--- config.mk ---
export PLATFORM = sky130hd
export DESIGN_NAME = branch_resolve_unit
export DESIGN_NICKNAME = d
export VERILOG_FILES = /design/src/rtl/branch_resolve_unit_pkg.sv /design/src/rtl/branch_resolve_unit_bht.sv /design/src/rtl/branch_resolve_unit.sv
export SDC_FILE = /design/constraint.sdc
export NUM_CORES = 1
export LEC_CHECK = 0
export ABC_AREA = 1
export CAP_MARGIN = 15
export CELL_PAD_IN_SITES_DETAIL_PLACEMENT = 1
export CELL_PAD_IN_SITES_GLOBAL_PLACEMENT = 1
export CORE_MARGIN = 5
export CORE_UTILIZATION = 33
export DETAILED_ROUTE_END_ITERATION = 16
export PLACE_DENSITY_LB_ADDON = 0.1
export SYNTH_ARGS = -nofsm -noshare
export SYNTH_HDL_FRONTEND = slang
export SYNTH_SLANG_ARGS = --single-unit
export TNS_END_PERCENT = 1
--- constraint.sdc ---
create_clock -name i_clk -period 4.9 [get_ports i_clk]
set_input_delay 0.49 -clock i_clk [delete_from_list [all_inputs] [get_ports i_clk]]
set_output_delay 0.49 -clock i_clk [all_outputs]
set_load 0.01 [all_outputs]
--- src/rtl/branch_resolve_unit_pkg.sv ---
// Shared types and constants for the EX-stage branch resolver.
// Optional feature macro used by the top level: BRU_PERF_CNT_EN.
package bru_pkg;

    localparam logic [2:0] F3_BEQ  = 3'b000;
    localparam logic [2:0] F3_BNE  = 3'b001;
    localparam logic [2:0] F3_BLT  = 3'b100;
    localparam logic [2:0] F3_BGE  = 3'b101;
    localparam logic [2:0] F3_BLTU = 3'b110;
    localparam logic [2:0] F3_BGEU = 3'b111;

    typedef enum logic [0:0] {
        BRU_IDLE     = 1'b0,
        BRU_REDIRECT = 1'b1
    } bru_state_e;

    typedef logic [1:0] bht_ctr_t;

    // Weak not-taken: one taken outcome flips the prediction.
    localparam bht_ctr_t BHT_INIT = 2'b01;

    // funct3 010/011 have no branch meaning and must not train or count.
    function automatic logic f3_is_legal(input logic [2:0] f3);
        return (f3 != 3'b010) && (f3 != 3'b011);
    endfunction

    // Map funct3 plus comparator flags onto the branch outcome.
    function automatic logic f3_taken(input logic [2:0] f3, input logic eq, input logic lt);
        logic taken;
        taken = 1'b0;
        case (f3)
            F3_BEQ:           taken = eq;
            F3_BNE:           taken = !eq;
            F3_BLT, F3_BLTU:  taken = lt;
            F3_BGE, F3_BGEU:  taken = !lt;
            default:          taken = 1'b0;
        endcase
        return taken;
    endfunction

endpackage

--- src/rtl/branch_resolve_unit_bht.sv ---
// 2-bit saturating branch history table: one combinational read port for
// the IF lookup and one synchronous update port from EX resolution.
module bru_bht
    import bru_pkg::*;
#(
    parameter int IDX_W = 6
) (
    input  logic             i_clk,
    input  logic             i_reset,
    input  logic [IDX_W-1:0] i_rd_idx,
    output bht_ctr_t         o_rd_ctr,
    input  logic             i_wr_en,
    input  logic [IDX_W-1:0] i_wr_idx,
    input  logic             i_wr_taken
);

    localparam int ENTRIES = 1 << IDX_W;

    bht_ctr_t ctr [ENTRIES];
    bht_ctr_t wr_cur;
    bht_ctr_t wr_next;

    // The read returns the stored value, so a same-cycle update is not visible.
    assign o_rd_ctr = ctr[i_rd_idx];
    assign wr_cur   = ctr[i_wr_idx];

    // Saturating increment on taken, decrement on not-taken.
    always_comb begin
        wr_next = wr_cur;
        if (i_wr_taken) begin
            if (wr_cur != 2'b11) wr_next = wr_cur + 2'b01;
        end else begin
            if (wr_cur != 2'b00) wr_next = wr_cur - 2'b01;
        end
    end

    // Counter storage; every entry returns to weak not-taken on reset.
    always_ff @(posedge i_clk or posedge i_reset) begin
        if (i_reset) begin
            for (int i = 0; i < ENTRIES; i++) ctr[i] <= BHT_INIT;
        end else if (i_wr_en) begin
            ctr[i_wr_idx] <= wr_next;
        end
    end

endmodule

--- src/rtl/branch_resolve_unit.sv ---
// EX-stage branch/jump resolver: selects the outcome from comparator flags,
// detects mispredictions, issues a registered redirect/flush and trains the
// BHT read by IF. Define BRU_PERF_CNT_EN to build the performance counters.
module branch_resolve_unit
    import bru_pkg::*;
#(
    parameter int IDX_W = 6,
    parameter int XLEN  = 32
) (
    input  logic            i_clk,
    input  logic            i_reset,
    input  logic            i_stall,
    input  logic            i_valid_ex,
    input  logic            i_is_br,
    input  logic            i_is_jal,
    input  logic            i_is_jalr,
    input  logic [2:0]      i_funct3,
    input  logic            i_br_eq,
    input  logic            i_br_lt,
    output logic            o_br_unsigned,
    input  logic [XLEN-1:0] i_pc_ex,
    input  logic [XLEN-1:0] i_target_ex,
    input  logic            i_pred_taken_ex,
    input  logic [XLEN-1:0] i_if_pc,
    output logic            o_if_pred_taken,
    output logic            o_redirect,
    output logic [XLEN-1:0] o_redirect_pc,
    output logic            o_flush,
    output logic [31:0]     o_br_count,
    output logic [31:0]     o_mispred_count
);

    bru_state_e      state;
    logic            sel_jalr;
    logic            sel_jal;
    logic            sel_br;
    logic            br_legal;
    logic            resolve;
    logic            act_taken;
    logic            mispredict;
    logic            bht_train;
    logic [XLEN-1:0] fix_pc;
    bht_ctr_t        if_ctr;
    logic            unused_bits;

    // BLTU/BGEU are the funct3 codes with bit 1 set.
    assign o_br_unsigned = i_funct3[1];

    // A malformed decode with several type bits resolves as jalr > jal > br.
    assign sel_jalr = i_is_jalr;
    assign sel_jal  = i_is_jal & ~i_is_jalr;
    assign sel_br   = i_is_br & ~i_is_jal & ~i_is_jalr;
    assign br_legal = sel_br & f3_is_legal(i_funct3);

    // Instructions arriving while a redirect is pending are wrong-path.
    assign resolve = i_valid_ex & ~i_stall & (state == BRU_IDLE);

    // Jumps always take; branches follow funct3; anything else falls through.
    always_comb begin
        act_taken = 1'b0;
        if (sel_jalr || sel_jal) begin
            act_taken = 1'b1;
        end else if (br_legal) begin
            act_taken = f3_taken(i_funct3, i_br_eq, i_br_lt);
        end
    end

    // JALR targets are never predicted by the front end, so it always redirects.
    assign mispredict = sel_jalr | (act_taken != i_pred_taken_ex);
    assign fix_pc     = act_taken ? i_target_ex : i_pc_ex + XLEN'(4);
    assign bht_train  = resolve & br_legal;

    bru_bht #(
        .IDX_W (IDX_W)
    ) u_bht (
        .i_clk      (i_clk),
        .i_reset    (i_reset),
        .i_rd_idx   (i_if_pc[IDX_W+1:2]),
        .o_rd_ctr   (if_ctr),
        .i_wr_en    (bht_train),
        .i_wr_idx   (i_pc_ex[IDX_W+1:2]),
        .i_wr_taken (act_taken)
    );

    assign o_if_pred_taken = if_ctr[1];
    assign unused_bits     = ^{if_ctr[0], i_if_pc[XLEN-1:IDX_W+2], i_if_pc[1:0]};

    // Redirect FSM: raise the redirect the cycle after a mispredict and hold it until the pipe moves.
    always_ff @(posedge i_clk or posedge i_reset) begin
        if (i_reset) begin
            state         <= BRU_IDLE;
            o_redirect    <= 1'b0;
            o_redirect_pc <= '0;
        end else begin
            case (state)
                BRU_IDLE: begin
                    if (resolve && mispredict) begin
                        state         <= BRU_REDIRECT;
                        o_redirect    <= 1'b1;
                        o_redirect_pc <= fix_pc;
                    end
                end
                BRU_REDIRECT: begin
                    if (!i_stall) begin
                        state      <= BRU_IDLE;
                        o_redirect <= 1'b0;
                    end
                end
                default: begin
                    state      <= BRU_IDLE;
                    o_redirect <= 1'b0;
                end
            endcase
        end
    end

    assign o_flush = o_redirect;

`ifdef BRU_PERF_CNT_EN
    logic [31:0] br_count_q;
    logic [31:0] mispred_count_q;

    // Saturating event counters for resolved branches and issued redirects.
    always_ff @(posedge i_clk or posedge i_reset) begin
        if (i_reset) begin
            br_count_q      <= '0;
            mispred_count_q <= '0;
        end else begin
            if (bht_train && (br_count_q != 32'hFFFF_FFFF)) begin
                br_count_q <= br_count_q + 32'd1;
            end
            if (resolve && mispredict && (mispred_count_q != 32'hFFFF_FFFF)) begin
                mispred_count_q <= mispred_count_q + 32'd1;
            end
        end
    end

    assign o_br_count      = br_count_q;
    assign o_mispred_count = mispred_count_q;
`else
    assign o_br_count      = 32'd0;
    assign o_mispred_count = 32'd0;
`endif

endmodule

==> results.toml, run 1 <==
[worst_setup_path]
r2r-end = "u_bht.ctr[6]$_DFFE_PP1P_"
r2r_slack_ns = 2.59
critPathTopFamily = "buffers and inverters"
crit_end = "o_if_pred_taken"
crit_start = "i_if_pc[2]"
crit_required_ns = 4.41
cp_slowest_stage_delay_ns = 0.64
slowest_stage = "clkdlybuf4s50_1"
worstSetupEndpointType = "output pin"
start_kind = "primary input"
critPathArrivalTime_ns = 3.36
crit_path_cell_trace = "clkdlybuf4s50_1, buf_4, inv_1, o211ai_1, nand2_1, o21ai_0, nand2_1, o211ai_1, nand3_1, o21ai_0, clkdlybuf4s50_1"
reg2reg_depth = 13
cp_num_buf_inv = 4
path_max_fanout = 20
r2r_start = "u_bht.ctr[110]$_DFFE_PP1P_"
worstSetupPathType = "in2out"
cp.depth = 11

[synth]
synth_top_area_share_pct = 24.2
ys_types = 32
ys_seq_area_share_pct = 39.3
ys_ff_latch = 162
syn-instance-count = 1616
yosysWarnings = 0
synthesis.area_mm2 = 0.0105
syn_area_per_cell_um2 = 6.51
synth.largest_area_cell = "nand2_1"
synthTopCellsByArea = "nand2_1, dfrtp_1, dfstp_2, inv_1, buf_4"

[place]
hpwl_mm = 26.2
place.port_buffers = 118
dpl_worst_slack_ns = 1.06
placed_cell_area_mm2 = 0.0119
gp_congestion = 0.823
dp.cells = 2102

[route]
drc = 0
wl_met2_mm = 17.2
wl_per_cell_um = 17.5
maxUsedRoutingLayer = "met4"
vias = 10106
wl_mm = 37.4
via_per_inst = 4.74
firstDrtPassIters = 5
met1Wirelength_mm = 18.4
ant_nets = 0
drtIter0Drc = 623
wl_met3_mm = 1.32

[layout]
final_layout_size_suffix_gt1_share_pct = 8.89
n_antenna_cell = 0
fin_util_pct = 39.6
postLayoutCellArea_mm2 = 0.0125
fill_cells = 4122
multi_input_area_mm2 = 0.00507
areaGrowthSynthToFinish_pct = 18.9
nets = 1829
regArea_mm2 = 0.00413
stdcell_count = 2134

[clock_tree]
cts.sinks = 162
cts_buffer_depth = 2
path_clk_slew_ns = 0.07
cts_hold_buf = 0
cts_max_level = 4
insertion_delay_ns = 0.45
post_cts_resized = 0
clock-root-buffer = "clkbuf_16"
cts_buffers = 17
cts_tree = "yes"
post_cts_buffers = 0

[power]
finalPower_mw = 3.73
p_per_area_mw_per_mm2 = 298
vdd_drop_max_v = 0.000237
power.leakage_nw = 6.10

[timing]
period_share_pct = 78.6
fin_setup_tns_ns = 0
slew_headroom_pct = 36.6
setup_viol = 0
tightest_slew_ns = 0.951
fin_ws_ns = 1.05
drv_slew = 0
finalHoldViolCount = 0
holdWs_ns = 0.464
finalClockSkew_ns = 0.0123
rsz0062_at_grt = "no"
clock.fmax_mhz = 260
finalCriticalPeriod_ns = 3.85

[global_routing]
track_usage_pct = 21.2
grt_pass1_wl_mm = 59.2
antenna_found_initial = 0
grt_max_degree = 99
grt_pass1_vias = 10264
gr-total-overflow = 0

[die]
io_pins = 209
dieArea_mm2 = 0.0355
row_count = 65
start_util_pct = 33.3
die_h_um = 189
die_x_um = 189
core_mm2 = 0.0316

[run_status]
status = "complete, no violations"

[worst_hold_path]
hp-class = "reg2reg"

[run]
max_cap_violations = 0
## tightest hold or removal path: stages, from the launching register on
cell	delay, ns
dfstp_2	0.37
nand2_1	0.05
nand2_1	0.05
## final cells by class
class | count | area share [%]
Multi-Input combinational cell | 1193 | 40.6
Clock buffer | 22 | 3.71
Clock inverter | 10 | 1.45
Sequential cell | 162 | 33.1
Timing Repair Buffer | 145 | 11.1
Inverter | 200 | 6.04
Tap cell | 402 | 4.02
## routing by layer
layer / vias up / track usage [%]
met2: 173 / 34.4
met5: - / 0
li1: 5009 / -
met3: 28 / 3.45
met1: 4896 / 30.0
met4: 0 / 4.43
## power by group
group / total [mW] / internal, mW / leakage (nW) / switching [mW]
Sequential: 1.47 / 1.42 / 1.98 / 0.0446
Clock: 1.53 / 0.930 / 0.314 / 0.596
Combinational: 0.732 / 0.293 / 3.81 / 0.439
Total: 3.73 / 2.65 / 6.10 / 1.08
## cell usage after synthesis
master / n
nand2_1: 677
inv_1: 194
nor2_1: 159
dfrtp_1: 98
buf_4: 84
nand3_1: 77
o21ai_0: 75
dfstp_2: 64
a21oi_1: 28
o211ai_1: 27
clkbuf_1: 23
or2_2: 22
buf_2: 16
nor3_1: 12
xor2_1: 11
o21ai_1: 9
xnor2_1: 9
nand4_1: 5
inv_2: 4
o21bai_1: 4
nor2_2: 3
clkinv_1: 2
mux2i_1: 2
nand2_2: 2
nand3b_1: 2
a21boi_0: 1
and2_1: 1
buf_1: 1
conb_1: 1
ha_1: 1
nor2_4: 1
nor4_1: 1
## sequential cells by signal, summed over array words and instances, names as in the netlist
| register | flops |
|---|---|
| o_flush | 1 |
| u_bht.ctr | 128 |
| o_redirect_pc | 32 |
| state | 1 |
## cells by family (layout without fill, tap and decap cells)
logic type | Yosys count | count (layout) | synth area share [%]
adder cells (fa/ha/maj) | 1 | 1 | 0.119
XOR/XNOR | 20 | 20 | 1.67
other | 1 | 64 | 0.0356
flip-flops | 162 | 162 | 39.3
AO/OA/AOI/OAI | 144 | 144 | 7.61
buffers and inverters | 324 | 377 | 14.7
AND/OR/NAND/NOR | 962 | 962 | 36.3
multiplexers | 2 | 2 | 0.190
## cell usage in the layout, fill, tap and decap left out, drive strengths merged, types with 9 or more instances in the layout
cell type,instances
a21oi,28
buf,28
clkbuf,22
clkdlybuf4s50,117
conb,64
dfrtp,98
dfstp,64
inv,198
nand2,679
nand3,77
nor2,163
nor3,12
o211ai,27
o21ai,84
or2,22
xnor2,9
xor2,11
## worst min path at each step
| stage | from | to | slack (ns) | cells after the start |
|---|---|---|---|---|
| 6_report | u_bht.ctr[54]$_DFFE_PP1P_ | u_bht.ctr[54]$_DFFE_PP1P_ | 0.46 | 2 |
| 3_3_place_gp | u_bht.ctr[22]$_DFFE_PP1P_ | u_bht.ctr[22]$_DFFE_PP1P_ | 0.45 | 2 |
| 2_1_floorplan | u_bht.ctr[94]$_DFFE_PP1P_ | u_bht.ctr[94]$_DFFE_PP1P_ | 0.44 | 2 |
| 5_1_grt | u_bht.ctr[80]$_DFFE_PP1P_ | u_bht.ctr[80]$_DFFE_PP1P_ | 0.48 | 2 |
| 3_5_place_dp | u_bht.ctr[54]$_DFFE_PP1P_ | u_bht.ctr[54]$_DFFE_PP1P_ | 0.46 | 2 |
| 4_1_cts | u_bht.ctr[54]$_DFFE_PP1P_ | u_bht.ctr[54]$_DFFE_PP1P_ | 0.47 | 2 |
No activity file was read; power rests on OpenSTA's default activity.
==> inputs of run 2 (changes only) <==
--- a/config.mk
+++ b/config.mk
@@ -10,7 +10,7 @@
 export CELL_PAD_IN_SITES_DETAIL_PLACEMENT = 1
 export CELL_PAD_IN_SITES_GLOBAL_PLACEMENT = 1
 export CORE_MARGIN = 5
-export CORE_UTILIZATION = 33
+export CORE_UTILIZATION = 37
 export DETAILED_ROUTE_END_ITERATION = 16
 export PLACE_DENSITY_LB_ADDON = 0.1
 export SYNTH_ARGS = -nofsm -noshare
==> constraint.sdc (replaced) <==
create_clock -name i_clk -period 3.55 [get_ports i_clk]
set_input_delay 0.355 -clock i_clk [delete_from_list [all_inputs] [get_ports i_clk]]
set_output_delay 0.355 -clock i_clk [all_outputs]
set_load 0.01 [all_outputs]
==> run 2 against run 1 <==
  * First-iteration DRC count shrank 5.8%
  * Utilization grew 5.1 points
  * Flip-flop and latch count is the same
  * Largest power group is now registers
  * Highest routed layer is now met5
  * Total power grew 32%
==> results.toml, run 2 (synthesis gave the netlist of run 1 again) <==
[clock_tree]
post_cts_buffers = 0
cts_buffer_depth = 2
clock-root-buffer = "clkbuf_16"
cts_tree = "yes"
cts_buffers = 17
insertion_delay_ns = 0.44
cts_max_level = 4
cts_hold_buf = 0
post_cts_resized = 0
cts.sinks = 162
path_clk_slew_ns = 0.07

[power]
power.leakage_nw = 6.11
vdd_drop_max_v = 0.000210
p_per_area_mw_per_mm2 = 393

[worst_setup_path]
cp_num_buf_inv = 4
worstSetupPathType = "in2out"
path_max_fanout = 7
start_kind = "primary input"
critPathMostFrequentCell = "nand2_1"
cp_slowest_stage_delay_ns = 0.62
critPathArrivalTime_ns = 2.86
worstSetupEndpointType = "output pin"
crit_path_cell_trace = "clkdlybuf4s50_1, inv_1, buf_4, nand2_1, o211ai_1, nand2_1, o21ai_0, nand2_1, o211ai_1, nand3_1, o21ai_0, clkdlybuf4s50_1"
crit_required_ns = 3.19
r2r_slack_ns = 1.27
slowest_stage = "clkdlybuf4s50_1"
critPathTopFamily = "buffers and inverters"

[run]
max_cap_violations = 0

[timing]
fin_setup_tns_ns = 0
slew_headroom_pct = 39.5
setup_viol = 0
period_share_pct = 90.4
finalCriticalPeriod_ns = 3.21
clock.fmax_mhz = 311
fin_ws_ns = 0.339
finalClockSkew_ns = 0.0132
tightest_slew_ns = 0.906
holdWs_ns = 0.404
drv_slew = 0
rsz0062_at_grt = "no"
finalHoldViolCount = 0

[route]
ant_nets = 0
via_per_inst = 4.84
wl_per_cell_um = 17.1
vias = 10249
firstDrtPassIters = 5
wl_mm = 36.2
drtIter0Drc = 587
drc = 0

[worst_hold_path]
hp-class = "in2async"

[global_routing]
grt_max_degree = 97
gr-total-overflow = 0
grt_pass1_wl_mm = 56.8
grt_pass1_vias = 10237
antenna_found_initial = 1
track_usage_pct = 22.8

[layout]
n_antenna_cell = 0
final_layout_size_suffix_gt1_share_pct = 9.37
areaGrowthSynthToFinish_pct = 18.9
top_register = "u_bht.ctr"
reg_top3 = "u_bht.ctr (128), o_redirect_pc (32)"
stdcell_count = 2117
final_cell_mix = "nand2_1, inv_1, nor2_1"
nets = 1836
final_common_cell = "nand2_1"
largest_reg_flops = 128

[die]
start_util_pct = 37.7
die_x_um = 179
dieArea_mm2 = 0.0319
io_pins = 209
die_h_um = 179
core_mm2 = 0.0279
row_count = 61

[place]
place.port_buffers = 118
hpwl_mm = 25.7
gp_congestion = 0.842
dp.cells = 2085
dpl_worst_slack_ns = 0.392

[run_status]
status = "complete, no violations"
## run 2: cell count changes in the layout (fill, tap and decap cells not counted), moves of 2 or more
cell,previous run,this run
clkinv_2,3,1
inv_6,1,6
buf_12,1,5
buf_4,27,29
bufinv_16,5,1
clkinvlp_4,1,3
clkbuf_1,3,1
## run 2: metal layers
metal  wire, µm  global-route usage [%]  vias to the layer above
met5         13                       0                        -
met4        612                    5.18                        2
met3       1870                    3.65                       37
met2      16600                    37.1                      246
met1      17100                    32.0                     4962
li1           -                       -                     5002
## run 2: worst reg2reg max path, stage by stage, from the launching register on
cell and delay, ns:
dfrtp_1 0.37, inv_1 0.08, nand3_1 0.07, inv_1 0.08, nand3_1 0.18, inv_1 0.28, nand3_1 0.39, buf_4 0.33
nor2_1 0.19, inv_1 0.09, nand2_1 0.06, nand2_1 0.05
## run 2: final timing paths
path	start	end	cells after the start
min in group i_clk	u_bht.ctr[48]$_DFFE_PP1P_	u_bht.ctr[48]$_DFFE_PP1P_	2
max in group asynchronous	i_reset	u_bht.ctr[6]$_DFFE_PP1P_	3
min reg2reg	u_bht.ctr[48]$_DFFE_PP1P_	u_bht.ctr[48]$_DFFE_PP1P_	2
min	i_reset	u_bht.ctr[91]$_DFFE_PP0P_	3
max reg2reg	state$_DFF_PP0_	u_bht.ctr[25]$_DFFE_PP0P_	11
max	i_if_pc[2]	o_if_pred_taken	12
## run 2: layout make-up
| cell class | instances | area, µm² |
|---|---|---|
| Clock buffer | 20 | 457 |
| Timing Repair Buffer | 152 | 1490 |
| Multi-Input combinational cell | 1193 | 5070 |
| Clock inverter | 12 | 120 |
| Fill cell | 3715 | 15400 |
| Inverter | 200 | 754 |
| Tap cell | 378 | 473 |
| Sequential cell | 162 | 4130 |
## run 2: through the flow
step / power [mW] / area (µm²) / utilization (%)
CTS: 4.97 / 12500 / 44.8
global placement: 3.06 / 11900 / 42.7
floorplan: 2.63 / 10800 / -
detailed placement: 3.08 / 11900 / 42.7
global route: 5.16 / 12500 / 44.8
finish: 4.92 / 12500 / 44.8
## run 2: power breakdown
part / internal (mW) / total (mW) / switching, mW / leakage [nW]
registers: 1.97 / 2.03 / 0.0620 / 1.98
clock network: 1.02 / 1.88 / 0.860 / 0.279
logic: 0.414 / 1.01 / 0.597 / 3.86
==> inputs of run 3 (changes only) <==
--- a/config.mk
+++ b/config.mk
@@ -10,7 +10,9 @@
 export CELL_PAD_IN_SITES_DETAIL_PLACEMENT = 1
 export CELL_PAD_IN_SITES_GLOBAL_PLACEMENT = 1
 export CORE_MARGIN = 5
-export CORE_UTILIZATION = 37
+export CORE_UTILIZATION = 38
+export CTS_BUF_LIST = sky130_fd_sc_hd__clkbuf_4
+export CTS_CLUSTER_DIAMETER = 30
 export DETAILED_ROUTE_END_ITERATION = 16
 export PLACE_DENSITY_LB_ADDON = 0.1
 export SYNTH_ARGS = -nofsm -noshare
==> run 3 against run 2 <==
  * Clock skew rose by 0.015 ns
  * Total power fell by 9.9%
  * Critical endpoint unchanged
  * Wire length fell by 0.77%
==> results.toml, run 3 (synthesis gave the netlist of run 1 again) <==
[timing]
clock.fmax_mhz = 305
fin_setup_tns_ns = 0
holdWs_ns = 0.269
period_share_pct = 92.4
rsz0062_at_grt = "no"
setup_viol = 0
finalClockSkew_ns = 0.0278
tightest_slew_ns = 0.939
fin_ws_ns = 0.271
slew_headroom_pct = 37.3
drv_slew = 0
finalCriticalPeriod_ns = 3.28
finalHoldViolCount = 0

[power]
vdd_drop_max_v = 0.000197
p_per_area_mw_per_mm2 = 359
power.leakage_nw = 6.05
finalPower_mw = 4.43

[route]
wl_mm = 35.9
wl_per_cell_um = 16.9
drc = 0
via_per_inst = 4.81
drtIter0Drc = 610
firstDrtPassIters = 5
ant_nets = 0
vias = 10222

[clock_tree]
cts.sinks = 162
path_clk_slew_ns = 0.17
post_cts_buffers = 0
insertion_delay_ns = 0.60
cts_hold_buf = 0
clock-root-buffer = "clkbuf_4"
cts_tree = "yes"
post_cts_resized = 0
cts_max_level = 4
cts_buffers = 17
cts_buffer_depth = 2

[layout]
fill_cells = 3594
top_register = "u_bht.ctr"
reg_top3 = "u_bht.ctr (128), o_redirect_pc (32)"
final_common_cell = "nand2_1"
largest_reg_flops = 128
final_cell_mix = "nand2_1, inv_1, nor2_1"
areaGrowthSynthToFinish_pct = 17.4
final_layout_size_suffix_gt1_share_pct = 9.68
stdcell_count = 2124
nets = 1842

[global_routing]
grt_pass1_wl_mm = 56.6
antenna_found_initial = 1
gr-total-overflow = 0
grt_max_degree = 71
track_usage_pct = 23.1
grt_pass1_vias = 10187

[worst_hold_path]
hp-class = "in2async"

[die]
start_util_pct = 38.2
row_count = 61
io_pins = 209
core_mm2 = 0.0276
die_h_um = 176
die_x_um = 176
dieArea_mm2 = 0.0311

[worst_setup_path]
start_kind = "primary input"
crit_path_cell_trace = "clkdlybuf4s50_1, buf_4, a21oi_1, o21ai_0, nand3_1, nand2_1, nand2_1, o21ai_0, o21bai_1, o21ai_0, clkdlybuf4s50_1"
critPathTopFamily = "buffers and inverters"
worstSetupEndpointType = "output pin"
crit_required_ns = 3.19
path_max_fanout = 28
reg2reg_depth = 11
worstSetupPathType = "in2out"
cp_num_buf_inv = 3
critPathArrivalTime_ns = 2.92
cp.depth = 11
slowest_stage = "clkdlybuf4s50_1"
cp_slowest_stage_delay_ns = 0.62
critPathMostFrequentCell = "o21ai_0"

[place]
place.port_buffers = 118
dp.cells = 2091
gp_congestion = 0.841
hpwl_mm = 25.9
dpl_worst_slack_ns = 0.326

[run]
max_cap_violations = 0

[run_status]
status = "complete, no violations"
## run 3: cell types whose count changed in the layout (fill, tap and decap cells not counted), sizes merged
cell and delta:
buf +6, bufinv +3, clkinv +1, clkbuf -3, diode +1, clkinvlp -1
## run 3: worst paths after layout
kind	start	to	slack, ns
max	i_if_pc[2]	o_if_pred_taken	0.27
min	i_reset	u_bht.ctr[103]$_DFFE_PP0P_	0.27
max reg2reg	state$_DFF_PP0_	u_bht.ctr[41]$_DFFE_PP0P_	1.33
min reg2reg	u_bht.ctr[120]$_DFFE_PP1P_	u_bht.ctr[120]$_DFFE_PP1P_	0.48
max in group asynchronous	i_reset	u_bht.ctr[78]$_DFFE_PP1P_	2.45
min in group i_clk	i_stall	state$_DFF_PP0_	0.36
## run 3: through the flow
step                cell area, µm²  util [%]
floorplan                    10800         -
global placement             12000      43.5
detailed placement           12000      43.5
CTS                          12300      44.8
global route                 12300      44.8
finish                       12300      44.8
## run 3: per-layer routing
metal	GRT usage, %	routed length, µm
met5	0	0
met4	4.00	308
met3	2.87	1600
met2	38.2	16500
met1	33.1	17500
## run 3: power breakdown
part	leakage (nW)	switching [mW]	internal [mW]
Clock	0.183	0.790	0.583
Combinational	3.90	0.603	0.428
Sequential	1.98	0.0610	1.97
## run 3: final cells by class
| class | instances | area (µm²) | area share, % |
|---|---|---|---|
| tap | 378 | 473 | 3.83 |
| clock buffer | 17 | 128 | 1.03 |
| timing repair buffer | 158 | 1560 | 12.7 |
| clock inverter | 15 | 221 | 1.79 |
| inverter | 200 | 754 | 6.11 |
| multi-input combinational | 1193 | 5070 | 41.1 |
| sequential | 162 | 4130 | 33.5 |
| antenna | 1 | 2.50 | 0.0203 |
